File: config.mk
export PLATFORM = sky130hd
export DESIGN_NAME = dev_dumper
export DESIGN_NICKNAME = d
export VERILOG_FILES = /design/src/rtl/dev_dumper.sv
export SDC_FILE = /design/constraint.sdc
export NUM_CORES = 1
export LEC_CHECK = 0
export ABC_AREA = 1
export CORE_MARGIN = 1
export CORE_UTILIZATION = 40
export CTS_CLUSTER_DIAMETER = 150
export DETAILED_ROUTE_END_ITERATION = 10
export PLACE_DENSITY = 0.73
export SLEW_MARGIN = 25
export SYNTH_ARGS = -nofsm -noshare
export SYNTH_HDL_FRONTEND = slang
export SYNTH_SLANG_ARGS = --single-unit
File: constraint.sdc
create_clock -name clk -period 2.3 [get_ports clk]
set_input_delay 0.46 -clock clk [delete_from_list [all_inputs] [get_ports clk]]
set_output_delay 0.46 -clock clk [all_outputs]
set_load 0.05 [all_outputs]
File: src/rtl/dev_dumper.sv
// Dumps a RAM region to the tx_pipe as uppercase ASCII hex text, one line per BYTES_PER_LINE bytes.
// Optional macro DEV_DUMPER_ADDR_PREFIX_EN prefixes each line with "AAAA: ".
module dev_dumper #(
    parameter int ADDR_W         = 16,
    parameter int LEN_W          = 16,
    parameter int BYTES_PER_LINE = 16
) (
    input  logic              clk,
    input  logic              rst_n,
    input  logic              start,
    input  logic [ADDR_W-1:0] base_addr,
    input  logic [LEN_W-1:0]  len,
    output logic              busy,
    output logic              done,
    output logic [ADDR_W-1:0] ram_addr,
    output logic              ram_fetch,
    input  logic [7:0]        ram_data,
    output logic [7:0]        tx_data,
    output logic              tx_push,
    input  logic              tx_full
);

    localparam logic [3:0] S_IDLE  = 4'd0;
    localparam logic [3:0] S_FETCH = 4'd1;
    localparam logic [3:0] S_WAIT  = 4'd2;
    localparam logic [3:0] S_HI    = 4'd3;
    localparam logic [3:0] S_LO    = 4'd4;
    localparam logic [3:0] S_SEP   = 4'd5;
    localparam logic [3:0] S_NL    = 4'd6;
    localparam logic [3:0] S_FIN   = 4'd7;

    localparam logic [LEN_W-1:0]  BPL_MASK = LEN_W'(BYTES_PER_LINE - 1);
    localparam logic [LEN_W-1:0]  LEN_ONE  = LEN_W'(1);
    localparam logic [ADDR_W-1:0] ADDR_ONE = ADDR_W'(1);

`ifdef DEV_DUMPER_ADDR_PREFIX_EN
    localparam logic [3:0] S_ADDR = 4'd8;
    localparam int         ND     = (ADDR_W + 3) / 4;
    localparam int         DIG_W  = $clog2(ND + 2) + 1;
    localparam logic [DIG_W-1:0] ND_D     = DIG_W'(ND);
    localparam logic [DIG_W-1:0] DIG_LAST = DIG_W'(ND + 1);
    localparam logic [DIG_W-1:0] DIG_ONE  = DIG_W'(1);
`endif

    logic [3:0]        state_r;
    logic [ADDR_W-1:0] ram_addr_r;
    logic [LEN_W-1:0]  len_r;
    logic [LEN_W-1:0]  cnt_r;
    logic [7:0]        byte_r;
    logic [7:0]        tx_data_r;
    logic              gap_r;
    logic              emit_s;
    logic              tx_push_s;
    logic [LEN_W-1:0]  k_s;
    logic              line_end_s;
    logic [ADDR_W-1:0] next_addr_s;
`ifdef DEV_DUMPER_ADDR_PREFIX_EN
    logic [DIG_W-1:0]  dig_r;
    logic [DIG_W-1:0]  dig_next_s;
`endif

    function automatic logic [7:0] hex_char(input logic [3:0] n);
        if (n < 4'd10) begin
            return 8'h30 + {4'h0, n};
        end else begin
            return 8'h37 + {4'h0, n};
        end
    endfunction

`ifdef DEV_DUMPER_ADDR_PREFIX_EN
    function automatic logic [7:0] addr_digit(input logic [ADDR_W-1:0] a, input logic [DIG_W-1:0] idx);
        logic [ND*4-1:0] p;
        p = '0;
        p[ADDR_W-1:0] = a;
        return hex_char(p[(ND - 1 - int'(idx)) * 4 +: 4]);
    endfunction
`endif

    // Character states push only on a non-gap cycle with room in the FIFO.
    always_comb begin
        emit_s = (state_r == S_HI) || (state_r == S_LO) || (state_r == S_SEP) || (state_r == S_NL);
`ifdef DEV_DUMPER_ADDR_PREFIX_EN
        emit_s = emit_s || (state_r == S_ADDR);
        dig_next_s = dig_r + DIG_ONE;
`endif
        tx_push_s   = emit_s && !gap_r && !tx_full;
        k_s         = cnt_r + LEN_ONE;
        line_end_s  = (k_s == len_r) || ((k_s & BPL_MASK) == {LEN_W{1'b0}});
        next_addr_s = ram_addr_r + ADDR_ONE;
    end

    assign tx_push   = tx_push_s;
    assign tx_data   = tx_data_r;
    assign ram_addr  = ram_addr_r;
    assign ram_fetch = (state_r == S_FETCH) || (state_r == S_WAIT);
    assign busy      = (state_r != S_IDLE) && (state_r != S_FIN);
    assign done      = (state_r == S_FIN);

    // Dump sequencer: each pushed char is followed by a gap cycle that advances the state.
    always_ff @(posedge clk or negedge rst_n) begin
        if (!rst_n) begin
            state_r    <= S_IDLE;
            ram_addr_r <= {ADDR_W{1'b0}};
            len_r      <= {LEN_W{1'b0}};
            cnt_r      <= {LEN_W{1'b0}};
            byte_r     <= 8'h00;
            tx_data_r  <= 8'h00;
            gap_r      <= 1'b0;
`ifdef DEV_DUMPER_ADDR_PREFIX_EN
            dig_r      <= {DIG_W{1'b0}};
`endif
        end else begin
            if (tx_push_s) begin
                gap_r <= 1'b1;
            end else begin
                gap_r <= 1'b0;
            end
            case (state_r)
                S_IDLE: begin
                    if (start) begin
                        if (len == {LEN_W{1'b0}}) begin
                            state_r <= S_FIN;
                        end else begin
                            ram_addr_r <= base_addr;
                            len_r      <= len;
                            cnt_r      <= {LEN_W{1'b0}};
`ifdef DEV_DUMPER_ADDR_PREFIX_EN
                            dig_r      <= {DIG_W{1'b0}};
                            tx_data_r  <= addr_digit(base_addr, {DIG_W{1'b0}});
                            state_r    <= S_ADDR;
`else
                            state_r    <= S_FETCH;
`endif
                        end
                    end
                end
                S_FETCH: state_r <= S_WAIT;
                S_WAIT: begin
                    byte_r    <= ram_data;
                    tx_data_r <= hex_char(ram_data[7:4]);
                    state_r   <= S_HI;
                end
                S_HI: begin
                    if (gap_r) begin
                        tx_data_r <= hex_char(byte_r[3:0]);
                        state_r   <= S_LO;
                    end
                end
                S_LO: begin
                    if (gap_r) begin
                        cnt_r <= k_s;
                        if (line_end_s) begin
                            tx_data_r <= 8'h0A;
                            state_r   <= S_NL;
                        end else begin
                            tx_data_r <= 8'h20;
                            state_r   <= S_SEP;
                        end
                    end
                end
                S_SEP: begin
                    if (gap_r) begin
                        ram_addr_r <= next_addr_s;
                        state_r    <= S_FETCH;
                    end
                end
                S_NL: begin
                    if (gap_r) begin
                        if (cnt_r == len_r) begin
                            state_r <= S_FIN;
                        end else begin
                            ram_addr_r <= next_addr_s;
`ifdef DEV_DUMPER_ADDR_PREFIX_EN
                            dig_r      <= {DIG_W{1'b0}};
                            tx_data_r  <= addr_digit(next_addr_s, {DIG_W{1'b0}});
                            state_r    <= S_ADDR;
`else
                            state_r    <= S_FETCH;
`endif
                        end
                    end
                end
`ifdef DEV_DUMPER_ADDR_PREFIX_EN
                S_ADDR: begin
                    if (gap_r) begin
                        if (dig_r == DIG_LAST) begin
                            state_r <= S_FETCH;
                        end else begin
                            dig_r <= dig_next_s;
                            if (dig_next_s < ND_D) begin
                                tx_data_r <= addr_digit(ram_addr_r, dig_next_s);
                            end else if (dig_next_s == ND_D) begin
                                tx_data_r <= 8'h3A;
                            end else begin
                                tx_data_r <= 8'h20;
                            end
                        end
                    end
                end
`endif
                S_FIN:   state_r <= S_IDLE;
                default: state_r <= S_IDLE;
            endcase
        end
    end

endmodule

# After elaboration in Yosys (flattened, before gate mapping)
# Cells that the tools add are included.
dict set report word_totals {
  latchBits 0
  input_bits 44
  word_cells 81
  output_inout_bits 28
  ramBits 0
  ff_bits 65
  rom_bits 0
  n_memories 0
}
dict set report op_classes {
  n_bitwise 1
  n_lt_le_gt_ge 2
  div_mod_pow 0
  multipliers 0
  n_addsub 6
  n_reduce_logical 22
  n_eq_ne 17
  mux 26
  shifts 0
}
# operator n
set ops {}
lappend ops {{16-bit two-way mux} 8}
lappend ops {{16-bit case mux with 3 select lines} 1}
lappend ops {{16-bit by 1-bit adder with 16-bit output, second input constant} 2}
lappend ops {{16-bit == test} 2}
lappend ops {{16-bit zero test} 2}
lappend ops {{16-bit case mux with 2 select lines} 1}
lappend ops {{6-bit by 4-bit adder with 7-bit output, first input constant} 4}
lappend ops {{4-bit case mux with 7 select lines} 1}
lappend ops {{8-bit case mux with 3 select lines} 1}
lappend ops {{4-bit two-way mux} 5}
lappend ops {{4-bit by 3-bit == test with 1-bit output, second input constant} 4}
lappend ops {{8-bit two-way mux} 2}
lappend ops {{7-bit two-way mux} 2}
lappend ops {{2-bit != test, second input constant} 7}
lappend ops {{4-bit by 2-bit == test with 1-bit output, second input constant} 2}
lappend ops {{4-bit less-than comparator, second input constant} 2}
lappend ops {{3-bit two-way mux} 2}
lappend ops {{6-bit two-way mux} 1}
lappend ops {{3-bit AND reduction} 2}
lappend ops {{6-bit AND reduction} 1}
lappend ops {{3-bit nonzero test} 2}
lappend ops {{1-bit logical OR} 5}
lappend ops {{5-bit AND reduction} 1}
lappend ops {{4-bit by 1-bit == test with 1-bit output, second input constant} 1}
lappend ops {{10 further kinds} 13}

# Depth between registers and ports, before layout
dict set report depth {
  ltp_word 7
  depth_mapped 15
  depth_no_buf 15
}

# Worst setup path after synthesis
# OpenSTA, ideal clock, no wires.
dict set report synth_timing {
  path_type {reg-to-output}
  startpoint {register state_r[1]}
  endpoint {output tx_push}
  n_path_buf 0
  path_slack_ns 0.029
  arrival_ns 1.811
  path_stages_with_launch 8
  required_ns 1.840
  cell_sequence {dfrtp_1 -> nor2_2 -> inv_2 -> nor2_4 -> nor2_2 -> inv_1 -> o21ai_0 -> nor2_1}
}
dict set report synth_between {
  elab_chain_cells 6
  word_cells_on_any_way 9
  classes_between {eq/ne: 4; reduce/logical: 5}
}
# item line
set synth_rtl {}
lappend synth_rtl {{start, declared} 45} ;# logic [3:0] state_r;
lappend synth_rtl {{start signal, assigned} 102} ;# state_r <= S_IDLE;
lappend synth_rtl {{start signal, assigned} 122} ;# state_r <= S_FIN;
lappend synth_rtl {{start signal, assigned} 132} ;# state_r <= S_FETCH;
lappend synth_rtl {{4-bit by 2-bit == test with 1-bit output / 4-bit by 3-bit == test with 1-bit output (equally long branches)} 81} ;# emit_s = (state_r == S_HI) || (state_r == S_LO) || (state_r == S_SEP) || (state_r == S_NL);
lappend synth_rtl {{1-bit logical OR (2 in a row)} 81}
lappend synth_rtl {{1-bit logical OR (*)} 81}
lappend synth_rtl {{1-bit logical AND (*) (2 in a row)} 86} ;# tx_push_s = emit_s && !gap_r && !tx_full;
lappend synth_rtl {{end, declared} 19} ;# output logic tx_push,
# Every way passes the cells marked *; elsewhere a longest branch is shown, timed or not.

# Final worst setup path
dict set report layout_timing {
  startpoint {register state_r[0]}
  endpoint {output tx_push}
}
# Same word-level chain as after synthesis.

==> reports/metrics.csv <==
stage,metric,value,unit
job,max_cap_violations,0,
pwr,p_leak,2.449,nW
clocking,numCtsBuffers,9,
timing,hold_viol_final,0,
global_routing,grt_use_total,20.38,%
pwr,ir_drop,825.0,µV
global_routing,gr-usage-met2,31.03,%
placement,hpwl,7685,µm
floorplanning,die-area,0.01050,mm²
clocking,clk_pin_slew_worst_paths,0.07,ns
synth,synthTopCellsByArea,"dfrtp_1 (39%), nand2_1 (12%), o21ai_0 (6.7%), inv_1 (6.6%), nor2_1 (5.2%)",
global_routing,grt_pass1_vias,3605,
clocking,cts_root_buf,clkbuf_8,
synth,synth_top_family_by_area,simple AND/OR/NAND/NOR gates,
pwr,power_frac_seq,29.7,%
worst_setup_path,cp-end-kind,primary output,
global_routing,overflow,0,
synth,synth_ff_type,dfrtp_1,
placement,dpl-instance-area,0.004962,mm²
clocking,clock_insertion_delay_worst_skew,0.34,ns
timing,fmax,0.4590,GHz
clocking,cts_sinks,63,
pwr,netSwitchingFraction,48.22,%
worst_setup_path,worstSetupPathType,flip-flop to primary output,
synth,synthesis.area,0.004038,mm²
timing,fin_skew,0.005409,ns
global_routing,grt_max_degree,41,
synth,synth_edf_count,0,
floorplanning,initial_core_util,41.31,%
route,drt-total-wl,9974,µm
worst_setup_path,arrival,1.72,ns
layout,final_core_util,53.17,%
layout,diodes,0,
hold_path,min_path_type,input pin to async pin,
synth,yosys_warnings,0,
route,ant_nets,0,
global_routing,use_met1,28.79,%
worst_setup_path,cp.required,1.84,ns
clocking,htreeDepth,3,
worst_setup_path,cp_max_fo,5,
synth,async_flop_share,100.0,%
pwr,switching_power,3.175,mW
synth,synth_fa_ha_area_share,1.240,%
route,drt-wirelength-per-cell,12.82,µm
global_routing,grt_pass1_wl,16500,µm
placement,portBuffers,70,
route,vias,3982,
timing,period_share,94.72,%
timing,worst_slew_pin_slew,0.6190,ns
synth,synth-seq-cells,63,
floorplanning,die_x,102.5,µm
layout,drive_gt1_share,10.23,%
worst_setup_path,startpoint_type,flip-flop,
synth,avgSynthCellArea,7.223,µm²
status,outcome,completed,
floorplanning,die_h,102.5,µm
synth,synth_top_area_cell,dfrtp_1,
timing,setup_viol,0,
global_routing,grt_use_met3,4.788,%
timing,tns,0,ns
floorplanning,rows,36,
layout,nNetsFinal,688,
timing,slew_headroom,58.69,%
floorplanning,pin_count,72,
route,drt_iter0_markers,204,
layout,area_growth,28.73,%
global_routing,antenna_found_initial,0,
global_routing,gr-max-usage-layer,met2,
pwr,pwr-share-comb,56.0,%
route,drc,0,
worst_setup_path,rrSetupSlack,0.25,ns
clocking,cts_tree,done,
pwr,clockPowerShare,14.3,%
synth,synth_compound_area_share,14.29,%
clocking,cts_hold_buffers,0,
synth,synth_top_area_share,39.05,%
synth,synth_mux_area_share,0.4958,%
timing,final.min_clock_period,2.179,ns
clocking,clockBufferDepth,2,
placement,place.gp.congestion,0.8679,
synth,syn-instance-count,559,
route,drt_first_pass_iters,6,
floorplanning,core_area,0.009774,mm²
synth,synth_common_cells,"nand2_1 (134), inv_1 (71), dfrtp_1 (63)",
synth,yosys.area_share.simple,30.65,%
route,vias_per_cell,5.118,
synth,synthDistinctLibCells,46,
synth,yosysSeqAreaShare,39.05,%
layout,design_area,0.005197,mm²
pwr,intPower,3.409,mW
synth,yosysMostFrequentCell,nand2_1,
timing,timing.final.max_slew_violations,0,
synth,synth_xor_xnor_area_share,5.640,%
pwr,p_per_area,1267,mW/mm²
synth,synth_nets,607,
-- final timing paths --
kind / endpoint / cells after the start / from
worst min-delay path: len_r[15] / 1 / rst_n
max in group asynchronous: state_r[2] / 2 / rst_n
worst min register to register: cnt_r[15] / 1 / cnt_r[15]
min in group clk: cnt_r[15] / 1 / cnt_r[15]
worst max register to register: state_r[1] / 15 / cnt_r[1]
worst max-delay path: tx_push / 6 / state_r[0]
-- cell families after synthesis --
kind of cell               after synthesis
xor gates and xnor gates                26
AOI/OAI and AO/OA                      100
adders and majority gates                4
and+or+nand+nor                        276
other                                    1
DFF                                     63
buffers and inverters                   87
muxes                                    2
-- registers in the layout (all words and copies together), names as in the netlist --
name / cells
cnt_r: 16
gap_r: 1
byte_r: 4
tx_data: 7
len_r: 16
state_r: 3
ram_addr: 16
-- cell usage in the layout, fill, tap and decap left out, drive strengths merged, types with 3 or more instances in the layout --
master and n:
nand2 138, inv 73, nor2 67, clkdlybuf4s50 65
dfrtp 63, o21ai 58, nand3 39, a21oi 21
xor2 20, buf 18, nor3 14, nand4 12
clkbuf 12, xnor2 6, a31oi 5, ha 4
clkinv 4, or2 3, o31ai 3, o22ai 3
-- critical path, cell delays in order, from the launching register on --
cell     delay [ns]
dfrtp_2        0.45
nand2_1        0.17
inv_1          0.10
nor3_4         0.19
o21ai_1        0.15
nor2_2         0.17
buf_12         0.16
-- power by group through the flow --
| stage | logic, mW | registers, mW | clock network (mW) |
|---|---|---|---|
| after floorplan | 1.93 | 2.52 | 0 |
| after detailed placement | 3.67 | 1.95 | 0 |
| after global routing | 4.07 | 2.02 | 1.02 |
| after global placement | 3.60 | 1.94 | 0 |
| after CTS | 3.69 | 1.94 | 0.967 |
| final | 3.69 | 1.95 | 0.944 |
-- layer usage --
metal	up-vias	share of wire, %
met4	0	1.0
met3	11	7.3
li1	1990	-
met1	1821	48
met2	160	44
met5	-	0
-- cell type report --
| class | count | area [µm²] |
|---|---|---|
| multi-input cells | 409 | 2136 |
| flip-flops and latches | 63 | 1582 |
| well taps | 133 | 166.4 |
| clock buffers | 12 | 145.1 |
| repair buffers | 83 | 845.8 |
| fillers | 962 | 4577 |
| inverters | 74 | 277.8 |
| clock inverters | 4 | 45.04 |
-- timing repair --
item	CTS	global route
gates resized for setup	3	8
gates cloned	0	0
setup buffers	0	1
endpoints found under the setup margin	1	5
pin swaps	0	1
-- through the flow --
| stage | power [mW] | instances | worst slack [ns] | hold WS [ns] |
|---|---|---|---|---|
| 2_1_floorplan | 4.453 | 559 | 0.02863 | 0.1644 |
| 3_3_place_gp | 5.548 | 761 | 0.2242 | 0.4836 |
| 3_5_place_dp | 5.620 | 761 | 0.1527 | 0.4862 |
| 4_1_cts | 6.593 | 777 | 0.02827 | 0.1153 |
| 5_1_grt | 7.102 | 778 | -0.01473 | 0.1329 |
| 6_report | 6.584 | 778 | 0.1213 | 0.1136 |
(Power assumes the default switching activity.)
